--- config.mk ---
export PLATFORM = sky130hd
export DESIGN_NAME = vram_arbiter
export DESIGN_NICKNAME = d
export VERILOG_FILES = /design/src/rtl/vram_arbiter.sv
export SDC_FILE = /design/constraint.sdc
export NUM_CORES = 1
export LEC_CHECK = 0
export ABC_AREA = 1
export BUFFER_PORTS_ARGS = -buffer_cell sky130_fd_sc_hd__buf_2
export CORE_ASPECT_RATIO = 0.6
export CORE_UTILIZATION = 40
export CTS_CLUSTER_SIZE = 14
export DETAILED_ROUTE_END_ITERATION = 8
export PLACE_DENSITY = 0.66
export SLEW_MARGIN = 20
export SYNTH_ARGS = -nofsm -noshare
export SYNTH_HDL_FRONTEND = slang
export SYNTH_SLANG_ARGS = --single-unit
--- constraint.sdc ---
create_clock -name clk -period 1.9 [get_ports clk]
set_clock_uncertainty 0.15 [all_clocks]
set_input_delay 0.38 -clock clk [delete_from_list [all_inputs] [get_ports clk]]
set_output_delay 0.38 -clock clk [all_outputs]
set_load 0.05 [all_outputs]
--- src/rtl/vram_arbiter.sv ---
// vram_arbiter: shares one synchronous single-port VRAM between a display
// reader and a CPU. CPU writes are posted into a one-entry write buffer and
// acknowledged straight away. CPU reads that hit the buffer are answered from
// it. Everything else competes for the VRAM under a one-bit round robin
// pointer.
module vram_arbiter #(
    parameter int AW = 12,
    parameter int DW = 16
) (
    input  logic          clk,
    input  logic          clrn,
    input  logic          cpu_rd,
    input  logic          cpu_wr,
    input  logic [AW-1:0] cpu_addr,
    input  logic [DW-1:0] cpu_wdata,
    output logic [DW-1:0] cpu_rdata,
    output logic          cpu_ready,
    input  logic          vga_req,
    input  logic [AW-1:0] vga_addr,
    output logic [DW-1:0] vga_rdata,
    output logic          vga_valid,
    output logic [AW-1:0] vram_addr,
    output logic [DW-1:0] vram_din,
    output logic          vram_we,
    input  logic [DW-1:0] vram_dout,
    output logic          err,
    output logic [15:0]   conf_cnt
);

    // Per-side access progress. ISSUED is the cycle the VRAM sees the
    // address. RETURN is the cycle the RAM data and the ack are presented.
    typedef enum logic [1:0] {
        S_IDLE   = 2'd0,
        S_ISSUED = 2'd1,
        S_RETURN = 2'd2
    } side_state_t;

    localparam logic PTR_VGA = 1'b0;

    side_state_t   vga_state;
    side_state_t   cpu_state;
    logic          vga_hold;
    logic          cpu_hold;
    logic          cpu_drain_q;
    logic          cpu_from_vram;
    logic          ptr;
    logic          buf_valid;
    logic [AW-1:0] buf_addr;
    logic [DW-1:0] buf_data;
    logic [DW-1:0] cpu_rdata_q;

    logic vga_elig;
    logic cpu_new;
    logic cpu_is_wr;
    logic cpu_is_rd;
    logic buf_hit;
    logic cpu_miss;
    logic cpu_drain;
    logic cpu_elig;
    logic contend;
    logic grant_vga;
    logic grant_cpu;

    // Eligibility and the round robin decision for this edge. A side is
    // masked while it has an access in flight, during its ack cycle, and for
    // one cycle after the ack. This stops a request level that is still held
    // high from being taken as a second request.
    always_comb begin
        vga_elig  = vga_req && (vga_state == S_IDLE) && !vga_hold;
        cpu_new   = (cpu_state == S_IDLE) && !cpu_ready && !cpu_hold;
        cpu_is_wr = cpu_new && cpu_wr;
        cpu_is_rd = cpu_new && cpu_rd && !cpu_wr;
        buf_hit   = buf_valid && (buf_addr == cpu_addr);
        cpu_miss  = cpu_is_rd && !buf_hit;
        cpu_drain = cpu_is_wr && buf_valid;
        cpu_elig  = cpu_miss || cpu_drain;
        contend   = vga_elig && cpu_elig;
        grant_vga = vga_elig && (!cpu_elig || (ptr == PTR_VGA));
        grant_cpu = cpu_elig && !grant_vga;
    end

    // The RAM data is only valid in the return cycle, so it passes straight
    // through to whichever side is being acknowledged.
    always_comb begin
        vga_rdata = vga_valid ? vram_dout : '0;
        cpu_rdata = cpu_from_vram ? vram_dout : cpu_rdata_q;
    end

    // Arbiter state, per-side FSMs, write buffer and registered VRAM port.
    always_ff @(posedge clk or negedge clrn) begin
        if (!clrn) begin
            vga_state     <= S_IDLE;
            cpu_state     <= S_IDLE;
            vga_hold      <= 1'b0;
            cpu_hold      <= 1'b0;
            cpu_drain_q   <= 1'b0;
            cpu_from_vram <= 1'b0;
            ptr           <= PTR_VGA;
            buf_valid     <= 1'b0;
            buf_addr      <= '0;
            buf_data      <= '0;
            cpu_rdata_q   <= '0;
            cpu_ready     <= 1'b0;
            vga_valid     <= 1'b0;
            vram_addr     <= '0;
            vram_din      <= '0;
            vram_we       <= 1'b0;
            err           <= 1'b0;
            conf_cnt      <= '0;
        end else begin
            vram_we       <= 1'b0;
            cpu_ready     <= 1'b0;
            vga_valid     <= 1'b0;
            cpu_from_vram <= 1'b0;
            vga_hold      <= (vga_state == S_RETURN);
            cpu_hold      <= cpu_ready;

            if (cpu_rd && cpu_wr) begin
                err <= 1'b1;
            end

            if (contend) begin
                ptr <= ~ptr;
                if (conf_cnt != 16'hFFFF) begin
                    conf_cnt <= conf_cnt + 16'd1;
                end
            end

            case (vga_state)
                S_IDLE: begin
                    if (grant_vga) begin
                        vga_state <= S_ISSUED;
                        vram_addr <= vga_addr;
                    end
                end
                S_ISSUED: begin
                    vga_state <= S_RETURN;
                    vga_valid <= 1'b1;
                end
                default: begin
                    vga_state <= S_IDLE;
                end
            endcase

            case (cpu_state)
                S_IDLE: begin
                    if (grant_cpu) begin
                        cpu_state   <= S_ISSUED;
                        cpu_drain_q <= cpu_drain;
                        if (cpu_drain) begin
                            vram_addr <= buf_addr;
                            vram_din  <= buf_data;
                            vram_we   <= 1'b1;
                            buf_valid <= 1'b0;
                        end else begin
                            vram_addr <= cpu_addr;
                        end
                    end else if (cpu_is_wr && !buf_valid) begin
                        buf_valid <= 1'b1;
                        buf_addr  <= cpu_addr;
                        buf_data  <= cpu_wdata;
                        cpu_ready <= 1'b1;
                    end else if (cpu_is_rd && buf_hit) begin
                        cpu_rdata_q <= buf_data;
                        cpu_ready   <= 1'b1;
                    end
                end
                S_ISSUED: begin
                    if (cpu_drain_q) begin
                        cpu_state <= S_IDLE;
                    end else begin
                        cpu_state     <= S_RETURN;
                        cpu_ready     <= 1'b1;
                        cpu_from_vram <= 1'b1;
                    end
                end
                default: begin
                    cpu_state <= S_IDLE;
                end
            endcase
        end
    end

endmodule

==> metrics, run 1 <==
hold crit path type in2reg; multiplexer share of the synthesized area 0.09255; chip height 89.21 um; type of origin of the critical path flop; Post-synth top cells nand2_1 (188), dfrtp_1 (102), inv_1 (71); synthesized net count between 600 and 700; CP Capture Type primary output; net switching power 0.005752 W; dpl hpwl 9602 um; EDFF count, synth 0; unrepaired setup endpoints after global routing true; status finished with violations; Setup Crit Path Kind reg2out; die area 13140 sq um; ranking of synthesized cells by area dfrtp_1 (50%), nand2_1 (14%), mux2_2 (8.4%); final worst-path cycle share 1.025; Static Leak 3.698 nW; Yosys top cell area share 0.5035; Compound-Gate Fraction of Synth Area 0.06269; clk sink count 102; worst-path fanout max 9; PD cells between 1500 and 2000 nW/um^2; Max Cap Viol 0; Final setup viols 14; main combinational cell family by area after synthesis simple AND/OR/NAND/NOR gates; count leader, synth nand2_1; Final Hold Violating Endpoints 0; total negative setup slack -0.4979 ns; Initial Util 0.4150; clock tree from TritonCTS built; XOR/XNOR Fraction of Synth Area 0.02591; Total GRT Usage 0.1981; initial antenna violation count 0; area of the mapped netlist 5070 sq um; # diodes 0; DRT antenna net count 0; Post-Synth Adder-Cell Area 0.002468; Achievable Freq around 510 MHz; asr flop ratio synth 1.000; CTS H-tree depth 3; I/O Buffers between 100 and 150; Detailed Route WL 13040 um; first-pass iteration count of the detailed router 4; Cell Rows 31; vias in the first global route 3920; detailed router's first-iteration violation count 174; sequential fraction of design power 0.306; I/O Pins between 100 and 150; Switching Share 0.4870; Most used DFF post-synth dfrtp_1; worst path arrival time 1.42 ns; Final Max Tran Viols 0; post-synthesis register bit count between 100 and 150; normalized max-slew margin 0.7783; clk slew on worst S/H paths 0.07 ns; Die Span X 147.3 um; final worst-path setup slack -0.04736 ns; worst skew pair latency 0.34 ns; TritonCTS buffer count 9; Simple-Gate Fraction of Synth Area 0.2300; Layout Nets slightly above 800; Syn Area/Cell 8.879 sq um; Clk pwr share 0.150; Layout area overhead 39.63%; Worst Tran Pin Value 0.3294 ns; failing checks negative setup slack; Final Critical Period 1.947 ns; layout cell share with drive strength beyond 1 0.4462; GP Congestion 0.8051; Overall Power 0.01181 W; Gate Count Post-Synth 571; global route overflow 0; Via-to-Cell Ratio approximately 4.7; Logic pwr share 0.543; Max IR drop VDD approximately 0.00061 V; total number of yosys warnings 0; drt wl/cell 14.20 um; Yosys cell types 35; core area 12220 sq um; Longest Clk Path Bufs 2; area leader, netlist dfrtp_1; first-pass GRT wire length 20050 um; P_int 0.006059 W; Root Buffer clkbuf_16; largest net degree at the start of global routing 48; required time of the critical path 1.37 ns; register area share after synthesis 0.5035; via count 4353; DRC viols 0
final cells by class:
cell class | instances | area, sq um
Clock buffer | 9 | 225.2
Clock inverter | 6 | 56.30
Fill cell | 1090 | 5139
Inverter | 78 | 337.8
Multi-Input combinational cell | 373 | 2355
Sequential cell | 102 | 2569
Tap cell | 165 | 206.4
Timing Repair Buffer | 185 | 1330
logic make-up (layout without fill, tap and decap cells):
kind of cell             Yosys count  count (layout)
multiplexers                      42              42
AND/OR/NAND/NOR                  264             266
adder cells (fa/ha/maj)            1               1
buffers and inverters             98             278
flip-flops                       102             102
AO/OA/AOI/OAI                     49              49
XOR/XNOR                          15              15
worst max-delay path, stage by stage, from the launching register on:
cell and delay (ns):
dfrtp_2 0.42, clkbuf_16 0.17, mux2_2 0.33, buf_6 0.15
routing by layer:
metal  part of all wire  wire length (um)  global-route usage  up-vias
met5                  0                 0                   0        -
met1               0.50              6467              0.2885     2051
met3              0.063               815             0.04694       10
li1                   -                 -                   -     2154
met2               0.43              5654              0.2963      138
met4             0.0076                99             0.05155        0
power by group through the flow:
stage	registers, W	clock network, W	logic [W]
4_1_cts	0.00356	0.00182	0.00590
2_1_floorplan	0.00485	0	0.00284
5_1_grt	0.00373	0.00192	0.00689
3_3_place_gp	0.00360	0	0.00559
3_5_place_dp	0.00361	0	0.00569
6_report	0.00362	0.00177	0.00642
flip-flops by register name, indices dropped and copies added (netlist names), 2 cells and up:
| register | count |
|---|---|
| buf_addr | 12 |
| buf_data | 16 |
| conf_cnt | 16 |
| cpu_rdata_q | 16 |
| cpu_state | 2 |
| vga_state | 2 |
| vram_addr | 12 |
| vram_din | 16 |
metrics by stage:
| step | hold slack [ns] | std cells | setup slack [ns] | utilization | cell area [sq um] |
|---|---|---|---|---|---|
| finish | 0.1158 | 918 | -0.04736 | 0.5794 | 7079 |
| global route | 0.09543 | 918 | -0.1128 | 0.5794 | 7079 |
| CTS | 0.1038 | 908 | -0.07167 | 0.5476 | 6690 |
| detailed placement | 0.09824 | 891 | -0.08484 | 0.5138 | 6277 |
| global placement | 0.09577 | 891 | -0.06941 | 0.5138 | 6277 |
| floorplan | -0.06559 | 571 | -0.1335 | - | 5147 |
worst paths after layout:
| kind | from | to | slack, ns | depth (start not counted) |
|---|---|---|---|---|
| max in group asynchronous | clrn | buf_data[11]$_DFFE_PN0P_ | 0.76 | 3 |
| hold reg to reg | cpu_ready$_DFF_PN0_ | cpu_hold$_DFF_PN0_ | 0.27 | 0 |
| setup / recovery | cpu_from_vram$_DFF_PN0_ | cpu_rdata[8] | -0.05 | 3 |
| min in group asynchronous | clrn | cpu_rdata_q[2]$_DFFE_PN0P_ | 0.30 | 2 |
| hold / removal | cpu_wdata[10] | buf_data[10]$_DFFE_PN0P_ | 0.12 | 2 |
| setup reg to reg | buf_addr[1]$_DFFE_PN0P_ | cpu_rdata_q[0]$_DFFE_PN0P_ | 0 | 10 |
cell usage in the layout, fill, tap and decap left out, drive strengths merged:
master	netlist	routed
mux2i	3	3
o21ai	31	31
mux2	39	39
clkinvlp	0	11
inv	77	69
clkinv	1	4
a22oi	1	1
nand3b	9	9
nand4	4	4
o211ai	10	10
nor2	28	28
xor2	11	11
nand3	19	19
a21o	1	1
ha	1	1
clkbuf	9	12
nand2	196	198
dfrtp	102	102
a21boi	1	1
dlygate4sd3	0	1
xnor2	4	4
a21oi	5	5
buf	11	181
nor4	2	2
nor3	6	6
what timing repair did:
action / CTS / global route
pin swaps: 0 / 32
gates resized for setup: 29 / 79
endpoints found under the setup margin: 26 / 76
hold buffers: 1 / 0
buffers inserted: 1 / 5
hold endpoints to repair: 33 / 0
gates cloned: 0 / 5
No activity file was read; power rests on OpenSTA's default activity.
==> run 2, diff against run 1 <==
- BUFFER_PORTS_ARGS: -buffer_cell sky130_fd_sc_hd__buf_2 -> default
- DONT_BUFFER_PORTS: default -> 1
- PLACE_DENSITY: 0.66 -> default
- PLACE_DENSITY_LB_ADDON: default -> 0.08
==> run 2 against run 1 <==
Net effect:
- the flow finishes with violations (negative hold slack, negative setup slack)
- largest cell class unchanged
- largest power group unchanged
- highest routed layer unchanged
- critical path type is now reg2reg
- non-clock buffer count down 123
- combinational power is 24% lower
- sequential share of layout area grew 2.7 points
- core utilization fell by 4.0 points
- total power is 1.6% lower
==> metrics, run 2 (synthesis results as in run 1) <==
worst-path fanout max 13 (+4); CP Capture Type flop; DRC viols 0 (unchanged); first-pass GRT wire length 19310 um (-3.7%); Die Span X 147.3 um (unchanged); Max Cap Viol 0 (unchanged); Static Leak 3.207 nW (-13%); unrepaired setup endpoints after global routing true; clk slew on worst S/H paths 0.08 ns (about the same); CP Cell Sequence inv_1 -> nand2_1 -> nand2_1 -> nor2_1 -> nand2_1 -> nor2_2 -> nand2_4 -> nand2_4 -> a22oi_4 -> buf_12 -> o211ai_1 -> nand2_1; Final setup viols 1 (-13); required time of the critical path 1.98 ns (+0.61 ns); layout cell share with drive strength beyond 1 0.3444 (-0.1018); Finished Cell Area 6593 sq um (-6.9%); GP Congestion 0.8450 (+5.0%); sequential fraction of design power 0.405 (+0.099); hold crit path type in2async; initial antenna violation count 2 (+2); type of origin of the critical path flop; net switching power 0.005632 W (-2.1%); P_int 0.005985 W (-1.2%); clk sink count 102 (unchanged); DRT antenna net count 0 (unchanged); Buf/Inv on CP 2 (unchanged); Worst Tran Pin Value 0.5934 ns (+0.2640 ns); clock tree from TritonCTS built; final worst-path setup slack -0.0009475 ns (+0.04641 ns); Detailed Route WL 13330 um (+2.2%); Final Hold Violating Endpoints 102 (+102); Critical Path Max Stage Delay 0.38 ns (-0.04 ns); crit path from buf_addr[8]$_DFFE_PN0P_; Filler cells 1150 (+5.5%); Initial Util 0.4150 (unchanged); PD cells 1762 nW/um^2 (+5.6%); total negative setup slack -0.0009475 ns (+0.4970 ns); worst r2r src buf_addr[8]$_DFFE_PN0P_; vias in the first global route 3503 (-11%); Layout Nets 687 (-15%); worst skew pair latency 0.35 ns (about the same); hold slack -0.4354 ns (-0.5512 ns); Achievable Freq 526.1 MHz (+2.4%); r2r setup slk -0.0009 ns (about the same); Longest Clk Path Bufs 2 (unchanged); slowest cell on the critical path dfrtp_1; final worst-path cycle share 1.000 (-0.02443); Root Buffer clkbuf_16; detailed router's first-iteration violation count 238 (+37%); most common cell after layout, fill and taps aside nand2_1; Final Max Tran Viols 0 (unchanged); Setup Crit Path Kind reg2reg; Worst path most repeated cell nand2_1; Setup Slack @ Placement -0.008568 ns (+0.07627 ns); placed cell area 5722 sq um (-8.8%); normalized max-slew margin 0.6044 (-0.1740); worst path arrival time 1.98 ns (+0.56 ns); I/O Buffers 0 (-100%); Cell Rows 31 (unchanged); Layout area overhead 30.03%; global route overflow 0 (unchanged); TritonCTS buffer count 9 (unchanged); Switching Share 0.4848 (-0.002179); drt wl/cell 16.74 um (+18%); Final Critical Period 1.901 ns (-0.04641 ns); via count 3905 (-10%); cts hold-fix bufs 2 (+1); most frequent cells in the layout nand2_1 (148), dfrtp_1 (90), inv_1 (59); chip height 89.21 um (unchanged); status finished with violations; I/O Pins 141 (unchanged); Clk pwr share 0.177 (+0.027); Via-to-Cell Ratio 4.906 (+3.5%); first-pass iteration count of the detailed router 4 (unchanged); largest net degree at the start of global routing 103 (+110%); Total GRT Usage 0.1960 (-0.002042); Seq. cell area 2570 sq um (about the same); Max IR drop VDD 0.0008685 V (+43%); CP delay by family, top simple AND/OR/NAND/NOR gates; core area 12220 sq um (unchanged); dpl hpwl 8953 um (-6.8%); CTS H-tree depth 3 (unchanged); failing checks negative hold slack, negative setup slack; multi-input logic area 2436 sq um (+3.5%); Logic pwr share 0.418 (-0.125); die area 13140 sq um (unchanged)
## run 2: final timing paths
path	end	cells after the start
max	vram_addr[11]$_DFF_PN0_	12
min reg2reg	vga_hold$_DFF_PN0_	1
min in group clk	buf_data[11]$_DFFE_PN0P_	1
min	cpu_rdata_q[10]$_DFFE_PN0P_	0
max in group asynchronous	conf_cnt[9]$_DFFE_PN0P_	0
max reg2reg	vram_addr[11]$_DFF_PN0_	12
## run 2: layout make-up
type	instances	share of cell area
well taps	165	0.03132
inverters	78	0.05162
multi-input cells	372	0.3695
repair buffers	62	0.1076
clock buffers	9	0.03416
diodes	1	0.0003796
clock inverters	7	0.01556
flip-flops and latches	102	0.3898
## run 2: per-layer routing
layer	wire [um]	track usage	vias up	share of wire
met5	0	0	-	0
met3	965	0.07296	6	0.072
met4	97	0.04780	0	0.0073
met2	5673	0.2762	101	0.43
met1	6591	0.2828	1891	0.49
li1	-	-	1907	-
## run 2: stage by stage
stage            util  power [W]  cells
2_1_floorplan       -   0.007695    571
3_3_place_gp   0.4683   0.008834    764
3_5_place_dp   0.4683   0.008923    764
4_1_cts        0.4979    0.01103    782
5_1_grt        0.5394    0.01233    795
6_report       0.5396    0.01162    796
## run 2: power by group through the flow
stage | combinational, W | sequential (W) | clock, W
final | 0.00486 | 0.00470 | 0.00206
after global placement | 0.00416 | 0.00468 | 0
after floorplan | 0.00284 | 0.00485 | 0
after detailed placement | 0.00423 | 0.00470 | 0
after CTS | 0.00426 | 0.00465 | 0.00211
after global routing | 0.00531 | 0.00481 | 0.00221
## run 2: what timing repair did
action                                 CTS  global route
cloned                                   0             6
setup buffers                            0             7
pin swaps                                0            22
setup endpoints to repair               17            88
endpoints found under the hold margin  103           102
resized for setup                        4            94
==> run 3, diff against run 2 <==
- CORE_ASPECT_RATIO: 0.6 -> default
- clock period: 1.9 -> 1.83 ns (I/O delays scaled with it)
==> run 3 against run 2 <==
Net effect:
- the flow still finishes with violations (negative hold slack, negative setup slack)
- routed wire length shrank 4.8%
- sequential share of layout area decreased by 1.6 points
- core utilization increased by 2.6 points
- setup slack lost 0.073 ns
- sequential power grew 2%
- total power rose by 4.2%
- via count is 0.87% higher
- first-iteration DRC count is 7.6% lower
- critical path type unchanged
- critical endpoint is now vram_din[3]$_DFFE_PN0P_
- highest routed layer unchanged
==> metrics, run 3 (synthesis results as in run 1) <==
status finished with violations; failing checks negative hold slack, negative setup slack; type of origin of the critical path flop; Initial Util 0.4169 (+0.001921); Worst Tran Pin Value 0.5228 ns (-0.07061 ns); worst skew pair latency 0.35 ns (about the same); final worst-path cycle share 1.040 (+0.03967); core area 12160 sq um (-0.46%); CP Capture Type flop; Buf/Inv on CP 2 (unchanged); Static Leak 3.461 nW (+7.9%); via count 3939 (+0.87%); Die Span X 114.6 um (-22%); hold slack -0.4456 ns (-0.01023 ns); worst path arrival time 1.99 ns (about the same); Achievable Freq 525.3 MHz (-0.13%); Worst path most repeated cell nand2_1; final worst-path setup slack -0.07351 ns (-0.07256 ns); Setup Slack @ Placement -0.09715 ns (-0.08858 ns); Via-to-Cell Ratio 4.810 (-2.0%); global route overflow 0 (unchanged); dpl hpwl 8410 um (-6.1%); drt wl/cell 15.49 um (-7.5%); Setup Crit Path Kind reg2reg; detailed router's first-iteration violation count 220 (-7.6%); slowest cell on the critical path dfrtp_1; first-pass GRT wire length 19050 um (-1.3%); vias in the first global route 3866 (+10%); Longest Clk Path Bufs 2 (unchanged); clk sink count 102 (unchanged); I/O Pins 141 (unchanged); clk slew on worst S/H paths 0.07 ns (about the same); CTS H-tree depth 3 (unchanged); largest net degree at the start of global routing 103 (unchanged); worst-path fanout max 9 (-4); Critical Path Max Stage Delay 0.41 ns (+0.03 ns); Final Hold Violating Endpoints 102 (unchanged); # diodes 0 (-1); Max IR drop VDD 0.0007644 V (-12%); DRC viols 0 (unchanged); Total GRT Usage 0.1909 (-0.005107); post-route insts no fill 819 (+2.9%); most common cell after layout, fill and taps aside nand2_1; Layout Nets 708 (+3.1%); PD cells 1760 nW/um^2 (-0.15%); Final setup viols 52 (+51); most frequent cells in the layout nand2_1 (149), dfrtp_1 (89), inv_1 (50); TritonCTS buffer count 9 (unchanged); Layout area overhead 35.69%; Cell Rows 40 (+29%); hold crit path type in2async; Detailed Route WL 12690 um (-4.8%); I/O Buffers 0 (unchanged); Final Core Density 0.5656 (+0.02606); Final Max Tran Viols 0 (unchanged); layout cell share with drive strength beyond 1 0.3687 (+0.02422); first-pass iteration count of the detailed router 4 (unchanged); required time of the critical path 1.92 ns (-0.06 ns); cts hold-fix bufs 12 (+10); CP delay by family, top simple AND/OR/NAND/NOR gates; normalized max-slew margin 0.6515 (+0.04707); Filler cells 1108 (-3.7%); Max Cap Viol 0 (unchanged); clock tree from TritonCTS built; GP Congestion 0.8335 (-1.4%); Overall Power 0.01210 W (+4.2%); initial antenna violation count 0 (-2); chip height 114.6 um (+28%); Final Critical Period 1.904 ns (+0.002562 ns); Root Buffer clkbuf_16; unrepaired setup endpoints after global routing true; CP Cell Sequence inv_2 -> nand2_1 -> nand2_1 -> nor2_2 -> nand2_2 -> nor2_4 -> nand2_4 -> nand2_4 -> a22oi_4 -> nand2_4 -> clkbuf_16 -> nand2_1 -> nand2_1; Placed Cells 773 (+1.2%); DRT antenna net count 0 (unchanged); die area 13130 sq um (-0.11%)
==> run 3: cell types whose count changed in the layout (fill, tap and decap cells not counted), sizes merged <==
cell | before | now
buf | 56 | 68
bufinv | 2 | 1
clkinv | 2 | 4
clkinvlp | 10 | 11
diode | 1 | 0
dlygate4sd3 | 2 | 12
inv | 71 | 69
nand2 | 197 | 196
==> run 3: metal layers <==
metal  vias to the layer above  global-route usage  part of all wire
met5                         -                   0                 0
met3                         8             0.04394             0.049
li1                       1943                   -                 -
met4                         0             0.08485             0.011
met1                      1903              0.2323              0.43
met2                        85              0.3228              0.51
==> run 3: worst paths after layout <==
| kind | endpoint | slack, ns | start | cells past startpoint |
|---|---|---|---|---|
| worst max-delay path | vram_din[3]$_DFFE_PN0P_ | -0.07 | buf_addr[6]$_DFFE_PN0P_ | 13 |
| worst min-delay path | conf_cnt[6]$_DFFE_PN0P_ | -0.45 | clrn | 0 |
| worst max register to register | vram_din[3]$_DFFE_PN0P_ | -0.07 | buf_addr[6]$_DFFE_PN0P_ | 13 |
| worst min register to register | vga_hold$_DFF_PN0_ | 0.28 | vga_state[0]$_DFFE_PN0P_ | 1 |
| max in group asynchronous | vram_addr[1]$_DFF_PN0_ | 1.81 | clrn | 0 |
| min in group clk | buf_data[6]$_DFFE_PN0P_ | 0.02 | cpu_wdata[6] | 1 |
==> run 3: area by class of cell <==
cell class / count / area [sq um] / share of cell area
multi-input cells: 371 / 2494 / 0.3625
clock inverters: 7 / 81.33 / 0.01182
repair buffers: 84 / 957.2 / 0.1391
inverters: 78 / 340.3 / 0.04947
flip-flops and latches: 102 / 2571 / 0.3738
clock buffers: 9 / 225.2 / 0.03274
well taps: 168 / 210.2 / 0.03056
==> run 3: through the flow <==
| stage | instance area (sq um) | setup TNS (ns) |
|---|---|---|
| global placement | 5808 | -0.8171 |
| detailed placement | 5808 | -1.311 |
| global route | 6879 | -9.220 |
| floorplan | 5167 | -1.711 |
| CTS | 6396 | -0.9669 |
| finish | 6879 | -2.306 |
==> run 3: repair_timing <==
item,in CTS,in global routing
pin swaps,5,25
endpoints found under the setup margin,64,90
hold endpoints to repair,113,102
resized for setup,36,93
gates cloned,0,5
setup buffers,5,8
==> run 3: report_power, final <==
group	switching, W	total, W	leakage [nW]	internal, W
clock network	0.000916	0.00199	0.147	0.00108
logic	0.00320	0.00532	2.06	0.00212
registers	0.00172	0.00479	1.26	0.00308
total	0.00583	0.0121	3.46	0.00627
